===== config.mk =====
export PLATFORM = sky130hd
export DESIGN_NAME = pipe_stage_reg
export DESIGN_NICKNAME = d
export VERILOG_FILES = /design/src/rtl/pipe_pkg.sv /design/src/rtl/pipe_slot.sv /design/src/rtl/pipe_stage_reg.sv
export SDC_FILE = /design/constraint.sdc
export NUM_CORES = 1
export LEC_CHECK = 0
export BUFFER_PORTS_ARGS = -buffer_cell sky130_fd_sc_hd__clkbuf_2
export CAP_MARGIN = 30
export CORE_UTILIZATION = 35
export CTS_CLUSTER_SIZE = 8
export DETAILED_ROUTE_END_ITERATION = 10
export PLACE_DENSITY = 0.61
export SLEW_MARGIN = 10
export SYNTH_ARGS = -nofsm -noshare
export SYNTH_HDL_FRONTEND = slang
export SYNTH_HIERARCHICAL = 1
export SYNTH_SLANG_ARGS = --single-unit

===== constraint.sdc =====
create_clock -name clk -period 3 [get_ports clk]
set_input_delay 0.15 -clock clk [delete_from_list [all_inputs] [get_ports clk]]
set_output_delay 0.15 -clock clk [all_outputs]
set_load 0.005 [all_outputs]

===== src/rtl/pipe_pkg.sv =====
// pipe_pkg: stage-boundary widths and field offsets shared by the pipeline registers
// Exports EX/MEM, ID/EX and MEM/WB ctrl/data widths plus EX/MEM field LSB positions.
package pipe_pkg;
   localparam int EX_MEM_CTRL_W = 5;
   localparam int EX_MEM_DATA_W = 77;
   localparam int WB_LSB = 3;
   localparam int WB_W = 2;
   localparam int MEM_LSB = 0;
   localparam int MEM_W = 3;
   localparam int REGDST_LSB = 0;
   localparam int REGDST_W = 5;
   localparam int WDATA_LSB = 5;
   localparam int WDATA_W = 32;
   localparam int ALU_RES_LSB = 37;
   localparam int ALU_RES_W = 32;
   localparam int ALU_STAT_LSB = 69;
   localparam int ALU_STAT_W = 8;
   localparam int ID_EX_CTRL_W = 9;
   localparam int ID_EX_DATA_W = 106;
   localparam int MEM_WB_CTRL_W = 2;
   localparam int MEM_WB_DATA_W = 69;
endpackage


===== src/rtl/pipe_slot.sv =====
// pipe_slot: one valid+ctrl+data entry of an elastic stage register
// Ports: clk, rst_n (sync, active-low), flush/clear drop the entry (ctrl zeroed,
// data kept), load captures d_ctrl/d_data; valid/ctrl/data are the held entry.
module pipe_slot
   import pipe_pkg::*;
#(
   parameter int CTRL_W = EX_MEM_CTRL_W,
   parameter int DATA_W = EX_MEM_DATA_W
) (
   input  logic              clk,
   input  logic              rst_n,
   input  logic              flush,
   input  logic              load,
   input  logic              clear,
   input  logic [CTRL_W-1:0] d_ctrl,
   input  logic [DATA_W-1:0] d_data,
   output logic              valid,
   output logic [CTRL_W-1:0] ctrl,
   output logic [DATA_W-1:0] data
);
   always_ff @(posedge clk) begin
      if (!rst_n) begin
         valid <= 1'b0;
         ctrl  <= '0;
         data  <= '0;
      end else if (flush || clear) begin
         valid <= 1'b0;
         ctrl  <= '0;
      end else if (load) begin
         valid <= 1'b1;
         ctrl  <= d_ctrl;
         data  <= d_data;
      end
   end
endmodule


===== src/rtl/pipe_stage_reg.sv =====
// pipe_stage_reg: elastic pipeline-stage register with 2-entry skid buffer
// Ports: clk, rst_n (sync, active-low), in_valid/in_ready/in_ctrl/in_data upstream,
// flush kills held beats, out_valid/out_ready/out_ctrl/out_data downstream,
// occupancy = beats held, stall_cnt = saturating count of stalled output cycles.
module pipe_stage_reg
   import pipe_pkg::*;
#(
   parameter int CTRL_W = EX_MEM_CTRL_W,
   parameter int DATA_W = EX_MEM_DATA_W,
   parameter int CNT_W  = 16
) (
   input  logic              clk,
   input  logic              rst_n,
   input  logic              in_valid,
   output logic              in_ready,
   input  logic [CTRL_W-1:0] in_ctrl,
   input  logic [DATA_W-1:0] in_data,
   input  logic              flush,
   output logic              out_valid,
   input  logic              out_ready,
   output logic [CTRL_W-1:0] out_ctrl,
   output logic [DATA_W-1:0] out_data,
   output logic [1:0]        occupancy,
   output logic [CNT_W-1:0]  stall_cnt
);
   logic              m_valid, s_valid;
   logic [CTRL_W-1:0] m_ctrl, s_ctrl;
   logic [DATA_W-1:0] m_data, s_data;
   logic              accept, m_free;
   // in_ready comes straight from the skid flop, so out_ready never reaches it combinationally
   assign in_ready  = ~s_valid;
   assign accept    = in_valid & ~s_valid;
   assign m_free    = ~m_valid | out_ready;
   assign out_valid = m_valid;
   assign out_ctrl  = m_ctrl;
   assign out_data  = m_data;
   // S is only ever valid while M is valid, so the sum fits in two bits this way
   assign occupancy = {m_valid & s_valid, m_valid ^ s_valid};
   // S drains into M ahead of any new input to keep beats in order
   pipe_slot #(.CTRL_W(CTRL_W), .DATA_W(DATA_W)) u_m (
      .clk(clk), .rst_n(rst_n), .flush(flush),
      .load(m_free & (s_valid | accept)),
      .clear(m_free & ~s_valid & ~accept),
      .d_ctrl(s_valid ? s_ctrl : in_ctrl),
      .d_data(s_valid ? s_data : in_data),
      .valid(m_valid), .ctrl(m_ctrl), .data(m_data)
   );
   pipe_slot #(.CTRL_W(CTRL_W), .DATA_W(DATA_W)) u_s (
      .clk(clk), .rst_n(rst_n), .flush(flush),
      .load(~m_free & accept),
      .clear(m_free & s_valid),
      .d_ctrl(in_ctrl), .d_data(in_data),
      .valid(s_valid), .ctrl(s_ctrl), .data(s_data)
   );
   always_ff @(posedge clk) begin
      if (!rst_n)
         stall_cnt <= '0;
      else if (m_valid && !out_ready && !(&stall_cnt))
         stall_cnt <= stall_cnt + 1'b1;
   end
endmodule


==> run summary, run 1 <==
• **timing-limited maximum frequency** 443 MHz
• **routed wire length** 19600 um
• **top cells by area in the synthesized netlist** sky130_fd_sc_hd__dfxtp_1 (43%), sky130_fd_sc_hd__mux2i_1 (19%), sky130_fd_sc_hd__nand2_1 (14%)
• **net count of the finished layout** 1229
• **Post-CTS Repair Setup Buffers** 0
• **share of the core filled with cells in the final layout** 46.2%
• **Data required, critical path** 3.34 ns
• **cells after synthesis** 911
• **clock tree from TritonCTS** done
• **crit path capture type** flip-flop
• **syn nets** 1000
• **number of hold violations in the final report** 0
• **count of boundary I/O pins** 189
• **placed inst area** 9550 um2
• **RSZ-0062 raised after global routing** false
• **post-layout minimum cycle time** 2.26 ns
• **flop and latch count out of synthesis** 182
• **Area Growth Syn to Fin** 28.5%
• **actual slew at the worst max-slew pin** 0.746 ns
• **static power due to leakage** 4.34 nW
• **initial core utilization** 36.0%
• **grt total ovfl** 0
• **Clock Latency Late Sink** 0.42 ns
• **proportion of layout cells with a drive suffix above 1** 28.1%
• **P_sw** 1.27 mW
• **final worst clock skew** 0.00958 ns
• **1st-pass router iterations** 4
• **area enclosed by the die boundary** 25000 um2
• **Max Cap Violations** 0
• **post-synthesis sequential area ratio** 42.8%
• **port buffer count** 188
• **floorplan row count** 56
• **Die Span X** 158 um
• **largest net degree at the start of global routing** 121
• **Clock Pin Slew Worst Setup and Hold Paths** 0.07 ns
• **post-synthesis area per instance** 9.35 um2
• **Setup CP Type** reg -> reg
• **CTS buffer count** 17
• **detailed-route wire length per cell** 13.3 um
• **area share of the leading cell type in the synthesized netlist** 42.8%
• **total of warnings raised by yosys** 6
• **Hold-fix buffers, CTS** 81
• **final setup fails** 0
• **Max clock buf depth** 2
• **number of antenna violations at the first check in global routing** 0
• **cell area after synthesis** 8510 um2
• **overall die height** 158 um
• **via count of the first global-routing pass** 6332
• **gpl congestion** 0.790
• **deepest level of the CTS H-tree** 4
• **total non-filler cell area in the finished layout** 10900 um2
• **power density normalized to cell area** 479 nW/um2
• **crit share post-route** 75.2%
• **number of sinks handled by clock tree synthesis** 182
• **CTS root buf** sky130_fd_sc_hd__clkbuf_16
• **internal portion of total power** 3.97 mW
• **number of antenna cells inserted** 0
• **post-layout power** 5.23 mW
• **clock network power share** 43.2%
• **First DRT Iteration DRCs** 378
• **Vias per Instance** 4.58
• **number of distinct standard cells referenced by the synthesized netlist** 46
• **peak supply drop** 0.366 mV
• **switching share of total power** 24.2%
• **number of vias after detailed routing** 6745
• **count of cells along the worst hold path** 3
• **largest fanout on the critical path** 44
• **Worst Reg2Reg Path Length in Cells** 5
• **wire length of the first global-routing pass** 31100 um
• **outcome** completed
• **detailed-placement wirelength estimate** 12200 um
• **DRC errors left** 0
• **count of nets left with antenna violations after detail routing** 0
• **Hold Crit Class** in -> reg
• **type of origin of the critical path** flip-flop
• **global-route usage over all layers** 15.7%
• **combinational cell fraction of total power** 9.3%
• **signal arrival time at the worst endpoint** 2.60 ns
• **total of cells resized after clock tree synthesis** 0
• **cell taking the most area after synthesis** sky130_fd_sc_hd__dfxtp_1
• **worst rel slew slack** 49.9%
• **Max Transition Viols Final** 0
• **Sequential Power Share** 47.5%
• **floorplan core area** 23700 um2
• **Sum Neg Setup Slack** 0 ns
-- cells by family after synthesis --
logic type      Yosys count  synth area share (%)
simple gates            374                  18.5
mux                     246                  30.1
flops                   182                  42.8
buf+inv                  74                  5.61
compound gates           33                  2.63
fa+ha+maj                 2                 0.294
-- registers in the layout (all words and copies together), names as in the netlist --
| register | cells |
|---|---|
| stall_cnt | 16 |
| u_m/ctrl | 5 |
| u_m/data | 77 |
| u_m/valid | 1 |
| u_s/ctrl | 5 |
| u_s/data | 77 |
| u_s/valid | 1 |
-- cell type report --
class / instances / area, um2
Tap cell: 319 / 399
Fill cell: 2323 / 12700
Inverter: 5 / 18.8
Clock inverter: 12 / 145
Multi-Input combinational cell: 655 / 4410
Timing Repair Buffer: 279 / 1890
Clock buffer: 20 / 437
Sequential cell: 182 / 3650
-- Yosys cell counts (all sizes together) --
| library cell | n |
|---|---|
| clkbuf | 35 |
| dfxtp | 182 |
| or3 | 3 |
| nor3 | 4 |
| o31ai | 5 |
| nand2 | 313 |
| o211ai | 1 |
| buf | 34 |
| a311oi | 3 |
| nand3 | 6 |
| nand4b | 1 |
| a31oi | 3 |
| nand2b | 1 |
| o31a | 3 |
| mux2i | 164 |
| nor3b | 2 |
| ha | 2 |
| nor2 | 20 |
| or2 | 1 |
| and3 | 8 |
| o21bai | 1 |
| nor2b | 1 |
| a31o | 1 |
| or3b | 2 |
| inv | 5 |
| a21oi | 9 |
| o21ai | 4 |
| mux2 | 82 |
| nor4 | 4 |
| o21a | 2 |
| o311a | 1 |
| nand4 | 4 |
| or4 | 4 |
-- worst max-delay path, stage by stage (launching register included) --
cell and delay [ns]:
sky130_fd_sc_hd__dfxtp_1 0.42, sky130_fd_sc_hd__nor2b_1 0.36, sky130_fd_sc_hd__and3_1 0.42, sky130_fd_sc_hd__nor3b_4 0.36, sky130_fd_sc_hd__buf_12 0.33, sky130_fd_sc_hd__mux2i_1 0.26
-- power groups by stage --
| stage | clock (mW) | combinational [mW] | sequential (mW) |
|---|---|---|---|
| after floorplan | 0 | 0.258 | 2.54 |
| after global placement | 0 | 0.402 | 2.54 |
| after detailed placement | 0 | 0.408 | 2.54 |
| after CTS | 2.35 | 0.494 | 2.49 |
| after global routing | 2.45 | 0.543 | 2.49 |
| final | 2.26 | 0.487 | 2.49 |
-- layout by cell type, fill, tap and decap left out, types with 6 or more instances in the layout --
cell                            instances
sky130_fd_sc_hd__dfxtp_1              181
sky130_fd_sc_hd__clkbuf_2             187
sky130_fd_sc_hd__nand2_1              313
sky130_fd_sc_hd__mux2_2                82
sky130_fd_sc_hd__mux2i_1              164
sky130_fd_sc_hd__nor2_1                20
sky130_fd_sc_hd__a21oi_1                9
sky130_fd_sc_hd__dlygate4sd3_1         81
sky130_fd_sc_hd__clkbuf_16             17
sky130_fd_sc_hd__and3_1                 7
sky130_fd_sc_hd__buf_4                  6
-- final timing paths --
| kind | start | to | slack (ns) |
|---|---|---|---|
| worst max-delay path | u_m/valid | u_s/data[4] | 0.74 |
| worst min-delay path | in_ctrl[2] | u_s/ctrl[2] | 0.02 |
| worst max register to register | u_m/valid | u_s/data[4] | 0.74 |
| worst min register to register | u_s/data[75] | u_s/data[75] | 0.46 |
-- metal layers --
layer	global-route usage, %	routed length [um]	part of all wire (%)	vias to the layer above
met2	27.1	9350	48	132
met4	4.72	226	1.2	0
li1	-	-	-	3527
met1	19.4	9100	47	3072
met5	0	0	0	-
met3	3.48	873	4.5	14
-- metrics by stage --
step / cells / setup WS, ns / hold WS, ns
2_1_floorplan: 911 / 0.933 / 0.268
3_3_place_gp: 1359 / 0.827 / 0.391
3_5_place_dp: 1359 / 0.750 / 0.405
4_1_cts: 1472 / 0.736 / 0.00114
5_1_grt: 1472 / 0.583 / 0.0245
6_report: 1472 / 0.744 / 0.0158
Note: power is estimated with default switching activity, not from simulation.
==> run 2: changes to the inputs <==
- PLACE_DENSITY: 0.61 -> 0.63
- clock period: 3 -> 2.05 ns (I/O delays scaled with it)
==> run summary, run 2 (synthesized netlist as in run 1, its figures left out) <==
• **commonest non-fill, non-tap cell in the layout** sky130_fd_sc_hd__nand2_1
• **overall die height** 158 um, unchanged
• **largest registers in the final layout** u_m/data x77, u_s/data x77, stall_cnt x16
• **net count of the finished layout** 1237, +0.65%
• **floorplan core area** 23700 um2, unchanged
• **count of nets left with antenna violations after detail routing** 0, unchanged
• **routed wire length** 19700 um, +0.66%
• **clock tree from TritonCTS** done
• **count of boundary I/O pins** 189, unchanged
• **Min-Delay Startpoint** rst_n
• **number of vias after detailed routing** 6823, +1.2%
• **signal arrival time at the worst endpoint** 2.25 ns, -0.35 ns
• **total non-filler cell area in the finished layout** 11000 um2, +0.94%
• **placed inst area** 9650 um2, +1.1%
• **Hold Crit Class** in -> reg
• **DRC errors left** 0, unchanged
• **Post-CTS Repair Setup Buffers** 0, unchanged
• **final cell count without fillers** 1480, +0.54%
• **number of antenna cells inserted** 0, unchanged
• **via count of the first global-routing pass** 6529, +3.1%
• **crit path capture type** flip-flop
• **proportion of layout cells with a drive suffix above 1** 28.8%, +0.67 points
• **post-layout minimum cycle time** 1.90 ns, -0.351 ns
• **area enclosed by the die boundary** 25000 um2, unchanged
• **largest net degree at the start of global routing** 120, -0.83%
• **timing-limited maximum frequency** 525 MHz, +18%
• **Max Cap Violations** 0, unchanged
• **final setup fails** 0, unchanged
• **endpoint of the worst register-to-register path** stall_cnt[8]
• **CTS buffer count** 17, unchanged
• **actual slew at the worst max-slew pin** 0.570 ns, -0.175 ns
• **Area Growth Syn to Fin** 29.7%
• **number of antenna violations at the first check in global routing** 0, unchanged
• **wire length of the first global-routing pass** 31200 um, +0.20%
• **detailed-placement wirelength estimate** 12100 um, -0.22%
• **post-layout power** 7.60 mW, +45%
• **Data required, critical path** 2.40 ns, -0.94 ns
• **Setup CP Type** reg -> reg
• **deepest level of the CTS H-tree** 4, unchanged
• **Worst Hold Path EP** stall_cnt[4]
• **floorplan row count** 56, unchanged
• **final worst clock skew** 0.0107 ns, +0.00110 ns
• **largest fanout on the critical path** 7, -84%
• **Vias per Instance** 4.61, +0.61%
• **1st-pass router iterations** 4, unchanged
• **RSZ-0062 raised after global routing** false
• **crit share post-route** 92.9%, +18 points
• **Clock Pin Slew Worst Setup and Hold Paths** 0.07 ns, about the same
• **port buffer count** 188, unchanged
• **number of sinks handled by clock tree synthesis** 182, unchanged
• **power density normalized to cell area** 688 nW/um2, +44%
• **CTS root buf** sky130_fd_sc_hd__clkbuf_16
• **worst r2r src** stall_cnt[0]
• **Fill cells** 2243, -3.4%
• **placed insts** 1366, +0.52%
• **Sum Neg Setup Slack** 0 ns, unchanged
• **grt total ovfl** 0, unchanged
• **Worst Reg2Reg Path Length in Cells** 5, unchanged
• **slack of the worst reg-to-reg path** 0.15 ns, -0.60 ns
• **initial core utilization** 36.0%, unchanged
• **peak supply drop** 0.429 mV, +17%
• **Clock Latency Late Sink** 0.42 ns, about the same
• **worst rel slew slack** 62.0%, +12 points
• **count of cells along the worst hold path** 2, -1
• **most frequent cells in the layout** sky130_fd_sc_hd__nand2_1 (313), sky130_fd_sc_hd__clkbuf_2 (187), sky130_fd_sc_hd__dfxtp_1 (181), sky130_fd_sc_hd__mux2i_1 (164)
• **global-route usage over all layers** 15.7%, -0.044 points
• **gpl congestion** 0.831, +5.2%
• **outcome** completed
• **Max Transition Viols Final** 0, unchanged
• **First DRT Iteration DRCs** 353, -6.6%
• **Die Span X** 158 um, unchanged
• **static power due to leakage** 4.39 nW, +1.1%
• **detailed-route wire length per cell** 13.3 um, +0.12%
• **Max clock buf depth** 2, unchanged
• **number of hold violations in the final report** 0, unchanged
• **type of origin of the critical path** flip-flop
==> run 2: changes by cell type in the layout (fill, tap and decap cells not counted), moves of 2 or more <==
cell / change
sky130_fd_sc_hd__clkbuf_1: -2
sky130_fd_sc_hd__buf_4: +3
sky130_fd_sc_hd__buf_12: +4
sky130_fd_sc_hd__clkinvlp_4: +2
==> run 2: worst max-delay path by stage <==
stage | start | to | slack, ns | cells past startpoint
after floorplan | u_s/valid | u_s/data[45] | 0.10 | 10
after detailed placement | stall_cnt[0] | stall_cnt[8] | 0.18 | 5
after global placement | u_m/valid | u_s/data[51] | 0.26 | 5
after CTS | u_m/valid | u_s/data[69] | 0.14 | 5
final | stall_cnt[0] | stall_cnt[8] | 0.15 | 5
after global routing | stall_cnt[0] | stall_cnt[8] | 0.04 | 5
==> run 2: cell type report <==
cell class | count | area [um2] | area share [%]
multi-input combinational | 655 | 4410 | 39.9
sequential | 182 | 3650 | 33.0
timing repair buffer | 287 | 2000 | 18.1
clock buffer | 18 | 429 | 3.89
tap | 319 | 399 | 3.61
clock inverter | 14 | 141 | 1.28
inverter | 5 | 18.8 | 0.170
==> run 2: critical path, cell delays in order, from the launching register on <==
cell,delay [ns]
sky130_fd_sc_hd__dfxtp_1,0.43
sky130_fd_sc_hd__ha_1,0.30
sky130_fd_sc_hd__nand4b_1,0.19
sky130_fd_sc_hd__or2_4,0.30
sky130_fd_sc_hd__or4_1,0.47
sky130_fd_sc_hd__a21oi_1,0.15
==> run 2: what timing repair did <==
| item | CTS | global route |
|---|---|---|
| hold endpoints to repair | 82 | 0 |
| setup endpoints to repair | 0 | 2 |
| gates resized for setup | 0 | 1 |
| hold buffers | 82 | 0 |
==> run 2: power breakdown <==
group / internal (mW) / total (mW) / switching (mW)
sequential: 3.60 / 3.64 / 0.0366
clock: 1.71 / 3.24 / 1.52
combinational: 0.388 / 0.728 / 0.340
total: 5.70 / 7.60 / 1.90
==> run 2: per-layer routing <==
metal	share of wire [%]	vias to the layer above	global-route usage, %
li1	-	3540	-
met1	48	3150	19.2
met2	47	126	27.4
met3	3.5	7	3.28
met4	0.93	0	4.67
met5	0	-	0
==> run 2: through the flow <==
stage / setup WS (ns) / hold WS [ns] / utilization [%]
6_report: 0.145 / 0.118 / 46.6
5_1_grt: 0.0369 / 0.121 / 46.6
4_1_cts: 0.143 / 0.104 / 46.6
3_5_place_dp: 0.176 / 0.352 / 40.7
3_3_place_gp: 0.259 / 0.345 / 40.7
2_1_floorplan: 0.100 / 0.220 / -
